**config.mk**
```make
export PLATFORM = sky130hd
export DESIGN_NAME = crank_wheel_gen
export DESIGN_NICKNAME = d
export VERILOG_FILES = /design/src/rtl/crank_wheel_gen.sv
export SDC_FILE = /design/constraint.sdc
export NUM_CORES = 1
export LEC_CHECK = 0
export ABC_AREA = 1
export CAP_MARGIN = 20
export CORE_AREA = 2 2 160 162
export DETAILED_ROUTE_END_ITERATION = 8
export DIE_AREA = 0 0 162 164
export SLEW_MARGIN = 15
export SYNTH_ARGS = -nofsm -noshare
export SYNTH_HDL_FRONTEND = slang
export SYNTH_SLANG_ARGS = --single-unit
```
**constraint.sdc**
```tcl
create_clock -name clk -period 4.8 [get_ports clk]
set_input_delay 1.44 -clock clk [delete_from_list [all_inputs] [get_ports clk]]
set_output_delay 1.44 -clock clk [all_outputs]
set_load 0.05 [all_outputs]
```
**src/rtl/crank_wheel_gen.sv**
```systemverilog
// crank_wheel_gen: missing-tooth crank wheel pattern generator (transmit end of vrin).
// Latency: enable sampled at edge N -> vr_out=1, tooth_idx=0, rev_strobe=1 after edge N+1.
// Backpressure: none; free-running square-wave train while enabled.
// Optional cam phase output enabled by macro CRANK_GEN_CAM_OUT_EN (cam_out tied 0 otherwise).
module crank_wheel_gen #(
  parameter int PERIOD_W = 32,
  parameter int CNT_W    = 16
) (
  input  logic                clk,
  input  logic                reset_n,
  input  logic                enable,
  input  logic [PERIOD_W-1:0] tooth_period,
  input  logic [CNT_W-1:0]    conf_tooth_cnt,
  input  logic [CNT_W-1:0]    conf_teeth_missing,
  output logic                vr_out,
  output logic [CNT_W-1:0]    tooth_idx,
  output logic                rev_strobe,
  output logic                conf_err,
  output logic                cam_out
);

  typedef enum logic {
    ST_IDLE = 1'b0,
    ST_RUN  = 1'b1
  } state_t;

  // generator core: position within the wheel
  state_t              r_state;
  state_t              w_state_nxt;
  logic [PERIOD_W-1:0] r_cyc_cnt;
  logic [PERIOD_W-1:0] w_cyc_nxt;
  logic [PERIOD_W-1:0] r_p_lat;
  logic [PERIOD_W-1:0] w_p_lat_nxt;
  logic [CNT_W-1:0]    r_idx;
  logic [CNT_W-1:0]    w_idx_nxt;
  logic [CNT_W-1:0]    r_cnt_lat;
  logic [CNT_W-1:0]    w_cnt_nxt;
  logic [CNT_W-1:0]    r_miss_lat;
  logic [CNT_W-1:0]    w_miss_nxt;
  logic                r_conf_err;
  logic                w_conf_err_nxt;

  // decodes of the core position
  logic                w_cfg_valid;
  logic [PERIOD_W-1:0] w_period_clamp;
  logic                w_slot_end;
  logic                w_last_slot;
  logic                w_present;
  logic                w_stop;
  logic                w_vr_core;
  logic                w_strobe_core;

  // output registers (one stage behind the core, no input-to-output path)
  logic                r_vr;
  logic [CNT_W-1:0]    r_tooth_idx;
  logic                r_rev_strobe;

  assign w_cfg_valid    = (conf_tooth_cnt >= CNT_W'(2)) && (conf_teeth_missing < conf_tooth_cnt);
  assign w_period_clamp = (tooth_period < PERIOD_W'(2)) ? PERIOD_W'(2) : tooth_period;
  assign w_slot_end     = (r_cyc_cnt == (r_p_lat - PERIOD_W'(1)));
  assign w_last_slot    = (r_idx == (r_cnt_lat - CNT_W'(1)));
  assign w_present      = (r_idx < (r_cnt_lat - r_miss_lat));
  // enable drop in RUN clears the outputs at the same edge the core goes idle
  assign w_stop         = (r_state == ST_RUN) && !enable;

  // next-state and waveform decode for the slot/tooth sequencer
  always_comb begin
    w_state_nxt    = r_state;
    w_cyc_nxt      = r_cyc_cnt;
    w_idx_nxt      = r_idx;
    w_p_lat_nxt    = r_p_lat;
    w_cnt_nxt      = r_cnt_lat;
    w_miss_nxt     = r_miss_lat;
    w_conf_err_nxt = r_conf_err;
    w_vr_core      = 1'b0;
    w_strobe_core  = 1'b0;

    case (r_state)
      ST_IDLE: begin
        if (enable) begin
          if (w_cfg_valid) begin
            w_state_nxt    = ST_RUN;
            w_cyc_nxt      = '0;
            w_idx_nxt      = '0;
            w_p_lat_nxt    = w_period_clamp;
            w_cnt_nxt      = conf_tooth_cnt;
            w_miss_nxt     = conf_teeth_missing;
            w_conf_err_nxt = 1'b0;
          end else begin
            w_conf_err_nxt = 1'b1;
          end
        end
      end

      ST_RUN: begin
        // high phase is the first floor(p/2) cycles, so odd periods stay low one cycle longer
        w_vr_core     = w_present && (r_cyc_cnt < (r_p_lat >> 1));
        w_strobe_core = (r_idx == '0) && (r_cyc_cnt == '0);
        if (!enable) begin
          // dropping enable wins over any slot or revolution wrap this cycle
          w_state_nxt = ST_IDLE;
          w_cyc_nxt   = '0;
          w_idx_nxt   = '0;
        end else if (w_slot_end) begin
          w_cyc_nxt   = '0;
          w_p_lat_nxt = w_period_clamp;
          if (w_last_slot) begin
            w_idx_nxt = '0;
            // wheel geometry is only re-sampled between revolutions
            if (w_cfg_valid) begin
              w_cnt_nxt      = conf_tooth_cnt;
              w_miss_nxt     = conf_teeth_missing;
              w_conf_err_nxt = 1'b0;
            end else begin
              w_state_nxt    = ST_IDLE;
              w_conf_err_nxt = 1'b1;
            end
          end else begin
            w_idx_nxt = r_idx + CNT_W'(1);
          end
        end else begin
          w_cyc_nxt = r_cyc_cnt + PERIOD_W'(1);
        end
      end

      default: begin
        w_state_nxt = ST_IDLE;
        w_cyc_nxt   = '0;
        w_idx_nxt   = '0;
      end
    endcase
  end

  // core state registers
  always_ff @(posedge clk or negedge reset_n) begin
    if (!reset_n) begin
      r_state    <= ST_IDLE;
      r_cyc_cnt  <= '0;
      r_p_lat    <= '0;
      r_idx      <= '0;
      r_cnt_lat  <= '0;
      r_miss_lat <= '0;
      r_conf_err <= 1'b0;
    end else begin
      r_state    <= w_state_nxt;
      r_cyc_cnt  <= w_cyc_nxt;
      r_p_lat    <= w_p_lat_nxt;
      r_idx      <= w_idx_nxt;
      r_cnt_lat  <= w_cnt_nxt;
      r_miss_lat <= w_miss_nxt;
      r_conf_err <= w_conf_err_nxt;
    end
  end

  // registered waveform outputs, forced low immediately when the run is stopped
  always_ff @(posedge clk or negedge reset_n) begin
    if (!reset_n) begin
      r_vr         <= 1'b0;
      r_tooth_idx  <= '0;
      r_rev_strobe <= 1'b0;
    end else if (w_stop) begin
      r_vr         <= 1'b0;
      r_tooth_idx  <= '0;
      r_rev_strobe <= 1'b0;
    end else begin
      r_vr         <= w_vr_core;
      r_tooth_idx  <= r_idx;
      r_rev_strobe <= w_strobe_core;
    end
  end

  assign vr_out     = r_vr;
  assign tooth_idx  = r_tooth_idx;
  assign rev_strobe = r_rev_strobe;
  assign conf_err   = r_conf_err;

`ifdef CRANK_GEN_CAM_OUT_EN
  logic r_rev_par;
  logic r_cam;
  logic w_run_entry;
  logic w_new_rev;
  logic w_cam_core;

  assign w_run_entry = (r_state == ST_IDLE) && (w_state_nxt == ST_RUN);
  assign w_new_rev   = (r_state == ST_RUN) && (w_state_nxt == ST_RUN) && w_slot_end && w_last_slot;
  // cam is high for slot 0 of every even revolution -> one pulse per 720 degrees
  assign w_cam_core  = (r_state == ST_RUN) && (r_idx == '0) && !r_rev_par;

  // revolution parity: even on the first revolution after entering RUN
  always_ff @(posedge clk or negedge reset_n) begin
    if (!reset_n) begin
      r_rev_par <= 1'b0;
    end else if (w_run_entry) begin
      r_rev_par <= 1'b0;
    end else if (w_new_rev) begin
      r_rev_par <= ~r_rev_par;
    end
  end

  // cam output register, aligned with the other waveform outputs
  always_ff @(posedge clk or negedge reset_n) begin
    if (!reset_n) begin
      r_cam <= 1'b0;
    end else if (w_stop) begin
      r_cam <= 1'b0;
    end else begin
      r_cam <= w_cam_core;
    end
  end

  assign cam_out = r_cam;
`else
  assign cam_out = 1'b0;
`endif

endmodule

```
Word level (Yosys, flattened, before mapping)
Cells that the tools add are included.

Eq/ne operators: 8. Bitwise gates (word level): 1. Multiply operators: 0. Reductions and logical operators: 11. Add/sub/neg operators: 5. Order comparisons: 5. Div/mod/pow operators: 0. Shift-type cells: 0. Muxes and demuxes: 46.

Operators with widths (number): 32-bit 2-to-1 mux (9); 16-bit 2-to-1 mux (16); 32-bit case mux with 2 select lines (2); 16-bit case mux with 2 select lines (3); 32-bit by 1-bit adder with 32-bit output, second input constant (1); 32-bit == test (1); 32-bit logical NOT (1); 16-bit < comparator (2); 32-bit by 2-bit < comparator with 1-bit output, second input constant (1); 32-bit by 31-bit < comparator with 1-bit output (1); 32-bit by 1-bit subtractor with 32-bit output, second input constant (1); 16-bit by 1-bit adder with 16-bit output, second input constant (1); 16-bit == test (1); 16-bit by 2-bit >= comparator with 1-bit output, second input constant (1); 16-bit logical NOT (1); 16-bit by 1-bit subtractor with 16-bit output, second input constant (1); 16-bit subtractor (1); 1-bit 2-to-1 mux (14); 4-bit AND reduction (2); 2-bit inequality test, second input constant (3); 1-bit logical AND (4); 2-bit by 1-bit inequality test with 1-bit output, second input constant (2); 1-bit case mux with 2 select lines (2); 3-bit by 2-bit inequality test with 1-bit output, second input constant (1); other kinds (4) (4).

Bits in registers: 132. RAM bits: 0. Bits of input ports: 67. Word-level logic and storage cells: 86. Memories kept: 0. Bits in read-only memories: 0. Latch bits: 0. Output and inout port bits: 20.

Longest topological paths before layout
Depth after elaboration: 7. Mapped depth: 20. Gate-level depth less buffers: 18.

Worst setup path after synthesis
OpenSTA, ideal clock, no wires.

Path type: input to register. Start point: input conf_tooth_cnt[13]. End point: register r_p_lat[10]. Cell stages on the path: 13. Library setup time: 66 ps. Data required time: 4734 ps. Setup slack: 1411 ps. Arrival time: 3323 ps. Buffers on the path: 2. Path through: inv_1 -> ha_1 -> nand2_1 -> inv_1 -> o21ai_0 -> nand2_1 -> a21oi_1 -> nand3_1 -> a21oi_1 -> clkbuf_1 -> clkbuf_1 -> nand3_1 -> nand2_1.

Longest elaborated chain between the ends: 4. Elaborated cells between the ends (all ways): 5. Classes of those cells: order compare (2); eq/ne (1); reduce/logical (2).

Ends and longest elaborated chain: start: declaration (line 13) `input logic [CNT_W-1:0] conf_tooth_cnt,`; 16-bit by 2-bit >= comparator with 1-bit output / 16-bit < comparator (equally long branches) (line 58) `assign w_cfg_valid = (conf_tooth_cnt >= CNT_W'(2)) && (conf_teeth_missing < conf_tooth_cnt);`; 1-bit logical AND (*) (line 58); 2-bit inequality test (no source line) (*); 4-bit AND reduction (no source line) (*); end signal: assignment (line 147) `r_p_lat <= w_p_lat_nxt;`; end: declaration (line 32) `logic [PERIOD_W-1:0] r_p_lat;`.

Mark *: on every way between the ends. The rest lies on a longest branch, timed or not. A chain may end at the register's enable or synchronous reset.

Worst setup path in the final report
Start point: input conf_tooth_cnt[13]. End point: register r_cyc_cnt[26].

Longest elaborated chain between the ends: 4. Elaborated cells between the ends (all ways): 5. Classes of those cells: order compare (2); eq/ne (1); reduce/logical (2).

Ends and longest elaborated chain: 16-bit by 2-bit >= comparator with 1-bit output / 16-bit < comparator (equally long branches) (line 58); 1-bit logical AND (*) (line 58); 2-bit inequality test (no source line) (*); 2-bit AND reduction (no source line) (*); end signal: assignment (line 146) `r_cyc_cnt <= w_cyc_nxt;`; end: declaration (line 30) `logic [PERIOD_W-1:0] r_cyc_cnt;`.

Marked as above.

==> impl_metrics.py <==
metrics = {
    "outcome": {
        "outcome": "complete, no violations",
    },
    "layout": {
        "fill_cells": 2535,
        "antenna_cells": 0,
        "layout_common_cells": "434 x nand2_1, 204 x inv_1, 158 x nand3_1",
        "synthToLayoutAreaGrowth_pct": 14.8,
        "final_nets": 1821,
        "drive_gt1_share_pct": 4.10,
        "final_core_util_pct": 50.8,
        "fin_cells": 2014,
        "final_common_cell": "nand2_1",
    },
    "clock_network": {
        "post_cts_buffers": 0,
        "clk_transition_reported_paths_ps": 60,
        "hold_buffers": 0,
        "cts_buffer_depth": 2,
        "cts_sinks": 132,
        "insertion_delay_ps": 430,
        "post_cts_resized": 0,
        "numCtsBuffers": 17,
        "clock-root-buffer": "clkbuf_16",
        "cts_tree": "yes",
        "ctsHtreeMaxLevel": 4,
    },
    "worst_setup_path": {
        "worstReg2RegEnd": "vr_out",
        "path_depth": 14,
        "cp-end-kind": "flop",
        "path_cells": "clkdlybuf4s50_1 > inv_1 > ha_1 > nand2_1 > inv_1 > o21ai_0 > nand2_1 > a21oi_1 > nand3_1 > nand2_1 > nand3_1 > nand2_1 > nand2_1 > a21oi_1",
        "arrival_ps": 4060,
        "required_ps": 5150,
        "r2r_slack_ps": 1320,
        "r2r-start": "r_cnt_lat[3]",
        "worstSetupPathType": "input pin to flop",
        "cp_slowest_cell": "nand2_1",
        "critPathBufInv": 3,
        "cpPeakStageDelay_ps": 630,
        "reg2regPathDepth": 15,
        "start_kind": "input pin",
        "crit_family": "simple AND/OR/NAND/NOR gates",
        "worst-path-max-fanout": 20,
        "cpMostUsedCell": "nand2_1",
    },
    "sta": {
        "hold_viol_final": 0,
        "rsz0062_at_grt": "no",
        "fin_crit_sh_pct": 77.2,
        "tightest_slew_ps": 1030,
        "slew_headroom_pct": 31.4,
        "setup_violations": 0,
        "setup-tns-final_ps": 0,
        "fin_worst_skew_ps": 13.1,
        "fmax_mhz": 270,
        "drv_slew": 0,
        "min_period_ps": 3710,
    },
    "hold_path": {
        "min_path_type": "flop to flop",
        "min_path_cells": 2,
        "min_to": "r_miss_lat[11]",
        "hold_start": "r_miss_lat[11]",
    },
    "routing": {
        "drc": 0,
        "drtIter0Drc": 785,
        "drt_pass1_iterations": 5,
        "detail_route.wirelength_um": 31100,
        "wl_per_cell_um": 15.4,
        "viasPerCell": 5.27,
        "ant_nets": 0,
        "vias": 10600,
    },
    "die": {
        "die_area_um2": 26600,
        "start_util_pct": 44.2,
        "design.core.area_um2": 24800,
        "die_h_um": 164,
        "io_pins": 87,
        "rows": 58,
        "die_w_um": 162,
    },
    "pwr": {
        "internal_power_uw": 2670,
        "p_sw_share_pct": 41.3,
        "power_density_nw_per_um2": 362,
        "switchingPower_uw": 1880,
        "seq_power_share_pct": 32.3,
        "ir_drop_v": 0.000176,
        "power_frac_clock_pct": 27.9,
        "power.leakage_uw": 0.00625,
        "total_power_uw": 4560,
        "combPwrFrac_pct": 39.8,
    },
    "synth": {
        "syn_avg_cell_area_um2": 6.80,
        "syn_nets": 1763,
        "ys_seq_elements": 132,
        "synth_area_leader_cell": "dfrtp_1",
        "ys_warn_count": 0,
        "synth.area.top_cells": "dfrtp_1 30%, nand2_1 15%, ha_1 9.2%",
        "synth_cell_type_count": 48,
        "syn_inst": 1614,
        "async_flop_share_pct": 100,
        "ys.flop_type": "dfrtp_1",
        "synth_edf_count": 0,
        "synth-seq-area-share_pct": 30.1,
        "netlist_area_um2": 11000,
        "synth_top_area_share_pct": 30.1,
    },
    "place": {
        "dp.cells": 1983,
        "port_buffers": 85,
        "place.gp.congestion": 0.918,
        "hpwl_um": 23900,
    },
    "grt": {
        "antenna_found_initial": 0,
        "grt_pass1_vias": 9712,
        "grt_overflow": 0,
        "grt_pass1_wl_um": 50200,
        "track_usage_pct": 23.7,
        "grt_start_max_net_pins": 81,
    },
    "job": {
        "max_cap_violations": 0,
    },
}
## metal layers
layer | global-route usage, % | share of wire, % | up-vias | wire length, µm
met5 | 0 | 0 | - | 0
met4 | 6.28 | 1.4 | 0 | 443
met3 | 3.06 | 5.1 | 32 | 1580
met2 | 34.7 | 42 | 243 | 13000
met1 | 36.4 | 52 | 4943 | 16100
li1 | - | - | 5401 | -
## worst max path at each step
stage | slack, ps | from | to
after floorplan | 1410 | conf_tooth_cnt[13] | r_p_lat[10]
after global placement | 720 | conf_tooth_cnt[13] | r_cyc_cnt[23]
after detailed placement | 690 | conf_tooth_cnt[13] | r_cyc_cnt[26]
after CTS | 1140 | conf_tooth_cnt[13] | r_cyc_cnt[28]
after global routing | 770 | conf_tooth_cnt[13] | r_cyc_cnt[27]
final | 1090 | conf_tooth_cnt[13] | r_cyc_cnt[26]
## sequential cells by signal (all words and copies together) (netlist names)
signal      cells
r_cyc_cnt      32
r_p_lat        32
r_cnt_lat      16
r_idx          16
r_miss_lat     16
tooth_idx      16
conf_err        1
r_state         1
rev_strobe      1
vr_out          1
## power by group through the flow
| stage | registers (µW) | logic (µW) | clock network [µW] |
|---|---|---|---|
| 6_report | 1470 | 1810 | 1270 |
| 4_1_cts | 1470 | 1820 | 1290 |
| 3_3_place_gp | 1490 | 1780 | 0 |
| 3_5_place_dp | 1490 | 1800 | 0 |
| 2_1_floorplan | 1420 | 1400 | 0 |
| 5_1_grt | 1500 | 2100 | 1330 |
## worst register-to-register path, cell delays in order (launching register included)
cell,delay (ps)
dfrtp_1,460
ha_1,390
nand2_1,90
o21ai_0,190
a21oi_1,90
o21ai_0,390
a21boi_0,220
o21ai_0,310
nand2_1,80
nand2_1,90
xor2_1,160
ha_1,260
a21oi_1,190
o2111ai_1,120
a211o_1,300
nor2_1,80
## cell type report
type / count / area, µm² / area share [%]
inverter: 206 / 773 / 6.14
clock buffer: 18 / 429 / 3.41
timing repair buffer: 96 / 947 / 7.52
multi-input combinational: 1219 / 6610 / 52.5
sequential: 132 / 3300 / 26.2
tap: 330 / 413 / 3.28
clock inverter: 13 / 123 / 0.973
## kinds of logic after synthesis
group | Yosys count | share of synthesized area [%]
and+or+nand+nor | 919 | 37.2
buffers and inverters | 263 | 9.72
adders and majority gates | 82 | 9.42
DFF | 132 | 30.1
AOI/OAI and AO/OA | 129 | 6.40
other | 1 | 0.0342
xor gates and xnor gates | 88 | 7.15
## through the flow
step	instance area [µm²]	setup slack (ps)	hold slack, ps
2_1_floorplan	11000	1410	442
3_3_place_gp	12100	720	456
3_5_place_dp	12100	687	460
4_1_cts	12600	1140	474
5_1_grt	12600	766	503
6_report	12600	1090	473
## cells in the mapped netlist, types with 3 or more instances
cell type,n
inv_1,204
dfrtp_1,132
buf_2,10
nand2_2,6
nor2_2,8
o31ai_1,3
xnor2_1,25
nand3b_1,6
buf_4,8
nor2_1,148
nand2_1,436
ha_1,81
o21ai_1,3
nand3_1,158
o21bai_1,4
a21oi_1,71
clkbuf_1,31
buf_6,5
nand4_1,73
xor2_1,62
o21ai_0,34
buf_1,3
nor3_1,46
nor4_1,24
o211ai_1,3
Power figures use the tool's default switching activity.
==> patch 1, RTL diff (config.mk and constraints unchanged) <==
Set the parameter `PERIOD_W` to 24 (it was 32).
--- a/src/rtl/crank_wheel_gen.sv
+++ b/src/rtl/crank_wheel_gen.sv
@@ -3,7 +3,7 @@
 // Backpressure: none; free-running square-wave train while enabled.
 // Optional cam phase output enabled by macro CRANK_GEN_CAM_OUT_EN (cam_out tied 0 otherwise).
 module crank_wheel_gen #(
-  parameter int PERIOD_W = 32,
+  parameter int PERIOD_W = 24,
   parameter int CNT_W    = 16
 ) (
   input  logic                clk,
Ports: changed (resized tooth_period); port bits go from 87 to 79. No check against the original RTL was run, so the function may have changed too.
==> patch 1 against the original RTL <==
Synthesized area is 12% lower; setup slack better by 0.16 ns; design area is 11% lower; critical path type unchanged; synthesized cell count is 14% lower; global-route usage is 3.4 points lower; sequential cell count is 16 lower; routed wire length is 15% lower; maximum frequency is 4.6% higher; first-iteration DRC count is 41% lower; power is 18% higher.
==> patch 1: results (changes against the original RTL) <==
* Delay of the slowest cell on the worst path: 0.50 ns (-0.13 ns)
- Maximum number of pins on one net before global-route repair: 61 (-25%)
* Detailed-route wire length per cell: 14.8 um (-4.2%)
* Routed length on met1: 12500 um (-22%)
- The sequential fraction of the synthesis area is 30.1% (about the same).
- Reg2reg setup slack: 1.25 ns (-0.07 ns)
* Met3 Usage GRT: 3.23% (+0.18 points)
- In this run the critical register-to-register path is launched from r_cnt_lat[2]$_DFFE_PN0P_.
- The clock transition at the registers of the reported paths came to 0.06 ns (about the same).
- Vias after detailed routing: 9057 (-15%)
- Global-route met2 utilization: 33.5% (-1.2 points)
- Total length of routed met3 wires: 1170 um (-26%)
- Internal power of the cells: 2.98 mW (+11%)
* Main area contributors after synthesis: dfrtp_1, nand2_1, ha_1, inv_1, nand4_1
- Global Route met1 Usage: 27.6% (-8.8 points)
* Worst path arrival time: 3.85 ns (-0.21 ns)
* Count of port buffers added during placement: 77 (-9.4%)
* Final weighted congestion in routability-driven placement: 0.857 (-6.6%)
- Registers with the highest flip-flop counts: r_cyc_cnt: 24 flops, r_p_lat: 24 flops
- The slowest stage of the critical path belongs to the cell clkdlybuf4s50_1.
- Clock skew after layout: 0.0104 ns (-0.00273 ns)
- Hold WS: 0.470 ns (-0.00330 ns)
- The number of global-route vias before repair came to 8362 (-14%).
- Share of cells above drive strength 1: 6.40% (+2.3 points)
* Final nets: 1572 (-14%)
- Sorting the synthesized cells by how often they occur yields nand2_1, inv_1, nor2_1, dfrtp_1, nand4_1.
- Total nets after synthesis: 1517 (-14%)
- The worst hold path begins at r_miss_lat[2]$_DFFE_PN0P_.
- The actual transition at the worst max-transition pin is 0.815 ns (-0.211 ns).
- Status: finished clean
- Top fanout value on the critical path: 41 (+110%)
- The length of routed met2 wiring is 12300 um (-5.0%).
- Clock network power share: 23.9% (-4.0 points)
- The standby leakage power is 5.70 nW (-8.8%).
- Maximum ir drop on the vdd rail: 218 uV (+24%)
patch 1: changes by cell type after synthesis, sizes merged, moves of 11 or more:
cell	delta
a21oi	-26
clkbuf	-12
dfrtp	-16
nand2	-59
nand3	-77
nand4	+14
nor2	-25
nor3	-21
o21ai	+32
xor2	-11
patch 1: per-stage QoR:
step                      setup slack, ns  instance area, um2  std cells  power, mW
final                                1.25               11200       1782       5.38
after global routing                0.923               11200       1782       5.89
after CTS                            1.24               11200       1782       5.41
after detailed placement            0.805               10600       1750       4.11
after global placement              0.855               10600       1750       4.04
after floorplan                      1.54                9650       1384       3.45
patch 1: how the worst max path moves through the flow:
stage | startpoint | endpoint | slack, ns | cells after the start
2_1_floorplan | conf_tooth_cnt[13] | r_p_lat[15]$_DFFE_PN0P_ | 1.54 | 13
3_3_place_gp | conf_tooth_cnt[13] | r_p_lat[19]$_DFFE_PN0P_ | 0.86 | 14
6_report | conf_tooth_cnt[13] | r_p_lat[14]$_DFFE_PN0P_ | 1.25 | 14
3_5_place_dp | conf_tooth_cnt[13] | r_p_lat[14]$_DFFE_PN0P_ | 0.80 | 14
4_1_cts | conf_tooth_cnt[13] | r_p_lat[8]$_DFFE_PN0P_ | 1.24 | 14
5_1_grt | conf_tooth_cnt[13] | r_p_lat[9]$_DFFE_PN0P_ | 0.92 | 14
patch 1: cells by family (layout without fill, tap and decap cells):
| kind of cell | count (synthesis) | after routing | share of synthesized area, % |
|---|---|---|---|
| adder cells (fa/ha/maj) | 74 | 74 | 9.67 |
| buffers and inverters | 250 | 318 | 11.0 |
| XOR/XNOR | 68 | 68 | 6.17 |
| flip-flops | 116 | 116 | 30.1 |
| other | 1 | 1 | 0.0389 |
| AND/OR/NAND/NOR | 746 | 746 | 35.1 |
| AO/OA/AOI/OAI | 129 | 129 | 7.91 |
patch 1: final cells by class:
| cell class | instances | area, um2 |
|---|---|---|
| Inverter | 202 | 758 |
| Multi-Input combinational cell | 1018 | 5690 |
| Clock inverter | 12 | 129 |
| Timing Repair Buffer | 84 | 833 |
| Fill cell | 2567 | 13600 |
| Tap cell | 330 | 413 |
| Sequential cell | 116 | 2900 |
| Clock buffer | 20 | 467 |
patch 1: worst register-to-register path: cells and delay by family, from the launching register on:
family	cells	cell delay [ns]
AND/OR/NAND/NOR	8	1.06
XOR/XNOR	1	0.23
adder cells (fa/ha/maj)	2	0.70
flip-flops	1	0.43
AO/OA/AOI/OAI	3	1.03
patch 1: power groups by stage:
stage | combinational, mW | clock [mW] | sequential (mW)
5_1_grt | 3.02 | 1.35 | 1.52
3_3_place_gp | 2.54 | 0 | 1.49
4_1_cts | 2.62 | 1.30 | 1.48
3_5_place_dp | 2.61 | 0 | 1.50
6_report | 2.61 | 1.29 | 1.48
2_1_floorplan | 2.03 | 0 | 1.42
==> patch 2, RTL diff (same flow settings) <==
Without the edit above. Register the input `tooth_period` before use. The logic sees it one clock later. The other inputs are not delayed to match.
--- a/src/rtl/crank_wheel_gen.sv
+++ b/src/rtl/crank_wheel_gen.sv
@@ -24,6 +24,12 @@
     ST_RUN  = 1'b1
   } state_t;
 
+  logic [PERIOD_W-1:0] tooth_period_q;
+
+  always_ff @(posedge clk) begin
+    tooth_period_q <= tooth_period;
+  end
+
   // generator core: position within the wheel
   state_t              r_state;
   state_t              w_state_nxt;
@@ -56,7 +62,7 @@
   logic                r_rev_strobe;
 
   assign w_cfg_valid    = (conf_tooth_cnt >= CNT_W'(2)) && (conf_teeth_missing < conf_tooth_cnt);
-  assign w_period_clamp = (tooth_period < PERIOD_W'(2)) ? PERIOD_W'(2) : tooth_period;
+  assign w_period_clamp = (tooth_period_q < PERIOD_W'(2)) ? PERIOD_W'(2) : tooth_period_q;
   assign w_slot_end     = (r_cyc_cnt == (r_p_lat - PERIOD_W'(1)));
   assign w_last_slot    = (r_idx == (r_cnt_lat - CNT_W'(1)));
   assign w_present      = (r_idx < (r_cnt_lat - r_miss_lat));
Check against the original RTL: not equivalent (Yosys sat finds a counterexample within 4 cycles, from zero or initial values and one cycle with reset_n low).
==> patch 2 against the original RTL <==
Non-clock buffer count grew 2; hold slack got worse by 0.010 ns; sequential cell count grew 32; routed wire length fell by 4.5%; synthesized area up 3.4%; design area grew 3.9%; sequential share of layout area up 3.9 points; power up 13%; setup slack lost 0.24 ns.
==> patch 2: results (changes against the original RTL) <==
- The run finished with clean final reports.
- The worst hold path begins at tooth_period_q[25]$_DFF_P_.
- The number of placed instances, taps included is 1947 (-1.8%).
- Count of port buffers added during placement: 85 (unchanged)
- Clock skew after layout: 0.0125 ns (-0.000623 ns)
- The minimum clock period was 3.95 ns (+0.242 ns).
* Vias after detailed routing: 10265 (-3.3%)
* Pre-Repair DR Iteration Count: 7 (+2)
* Worst hold path stage count: 2 (unchanged)
- The global-route wire length before repair was 49100 um (-2.2%).
* Vias in the first global route: 9512 (-2.1%)
- Adder and majority gate portion of the synthesized area: 9.11% (-0.31 points)
- Share of cells above drive strength 1: 5.03% (+0.94 points)
* Worst Hold End: r_p_lat[25]$_DFFE_PN0P_
* Final weighted congestion in routability-driven placement: 0.928 (+1.1%)
- The clock insertion delay at the later pin of the skew report was 0.43 ns (about the same).
* Maximum number of pins on one net before global-route repair: 78 (-3.7%)
- Registers with the highest flip-flop counts: r_cyc_cnt: 32 flops, r_p_lat: 32 flops, tooth_period_q: 32 flops
- The iteration-0 DRC count of the detailed router was 657 (-16%).
* Global-route met2 utilization: 34.4% (-0.29 points)
* Reg2reg setup slack: 0.85 ns (-0.47 ns)
- Crit Reg-Reg Startpoint: r_cnt_lat[2]$_DFFE_PN0P_
- The share of the synthesized area in compound gates (AO/OA/AOI/OAI) came to 7.02% (+0.62 points).
- Global Route met1 Usage: 35.6% (-0.83 points)
- Master cell of the clock root buffer: clkbuf_16
- Synth top cells by count: nand2_1, inv_1, nor2_1, dfrtp_1, nand3_1
* Category of cells accounting for the largest share of critical-path delay: compound AO/OA/AOI/OAI gates
* Final nets: 1785 (-2.0%)
- Non-filler instance count after layout: 1979 (-1.7%)
- The relative slew slack came to 37.4% (+6.0 points).
- The post-synthesis net count was 1720 (-2.4%).
- Top fanout value on the critical path: 5 (-75%)
- The sequential fraction of the synthesis area came to 34.8% (+4.7 points).
- The area share of xor/xnor cells in the synthesized design was 6.92% (-0.23 points).
* Worst path arrival time: 4.31 ns (+0.25 ns)
- The count of filler cells inserted in the layout was 2470 (-2.6%).
- The quantity of gates resized following cts came to 0 (unchanged).
- Share of synthesized flip-flops with an asynchronous set or reset: 80.5% (-20 points)
- The per-cell routed wire length was 15.0 um (-2.9%).
- The sum of net half-perimeters after detailed placement is 22800 um (-4.9%).
- Total global routing track utilization: 23.2% (-0.46 points)
- The synthesized instance count is 1571 (-2.7%).
- Main area contributors after synthesis: dfrtp_1, nand2_1, ha_1, inv_1, dfxtp_1
- Maximum ir drop on the vdd rail: 211 uV (+20%)
- The count of different cell masters after synthesis is 51 (+6.3%).
* Met3 Usage GRT: 3.33% (+0.28 points)
* Delay of the slowest cell on the worst path: 0.51 ns (-0.12 ns)
* Post-Place Worst Slack: 0.655 ns (-0.0322 ns)
- N_diodes: 0 (unchanged)
* Leakage: 6.36 nW (+1.8%)
* Worst Setup Path Type: flop to flop
- Standard cell with the maximum stage delay on the critical path: a2111oi_0
## patch 2: changes by cell type after synthesis, sizes merged, moves of 13 or more
cell,before,now
inv,205,179
nand3,159,102
nor2,158,178
nor3,46,31
nand2,443,429
a21oi,71,55
o21ai,39,52
dfxtp,0,32
## patch 2: report_power, final
group          switching [mW]  total (mW)  internal [mW]  leakage, nW
clock                   0.595        1.49          0.895        0.319
combinational            1.12        1.85          0.725         4.03
sequential              0.243        1.79           1.55         2.01
## patch 2: layout make-up
cell class	count	area, um2	share of cell area [%]
Multi-Input combinational cell	1175	6470	49.4
Tap cell	330	413	3.15
Inverter	180	676	5.16
Clock buffer	24	536	4.09
Timing Repair Buffer	98	950	7.25
Clock inverter	8	104	0.793
Sequential cell	164	3940	30.1
## patch 2: worst reg2reg max path, stage by stage, from the launching register on
cell       delay, ns
dfrtp_1         0.45
ha_1            0.38
inv_1           0.07
nor3_1          0.18
a21oi_1         0.13
o21ai_0         0.34
a21boi_0        0.21
o21ai_0         0.32
nand2_1         0.09
nand2_1         0.08
xor2_1          0.17
ha_1            0.27
a21oi_1         0.15
o21bai_1        0.10
a22o_1          0.21
a2111oi_0       0.51
nand2_1         0.13
nor2_1          0.10
## patch 2: per-layer routing
layer	wire length, um	vias to the layer above
met4	339	0
met1	15600	4705
li1	-	5270
met2	12300	264
met5	0	-
met3	1430	26
## patch 2: metrics by stage
stage | total power [mW] | area, um2 | hold slack [ns]
floorplan | 3.16 | 11300 | 0.442
global placement | 3.60 | 12500 | 0.455
detailed placement | 3.64 | 12500 | 0.456
CTS | 5.16 | 13100 | 0.464
global route | 5.53 | 13100 | 0.485
finish | 5.13 | 13100 | 0.463
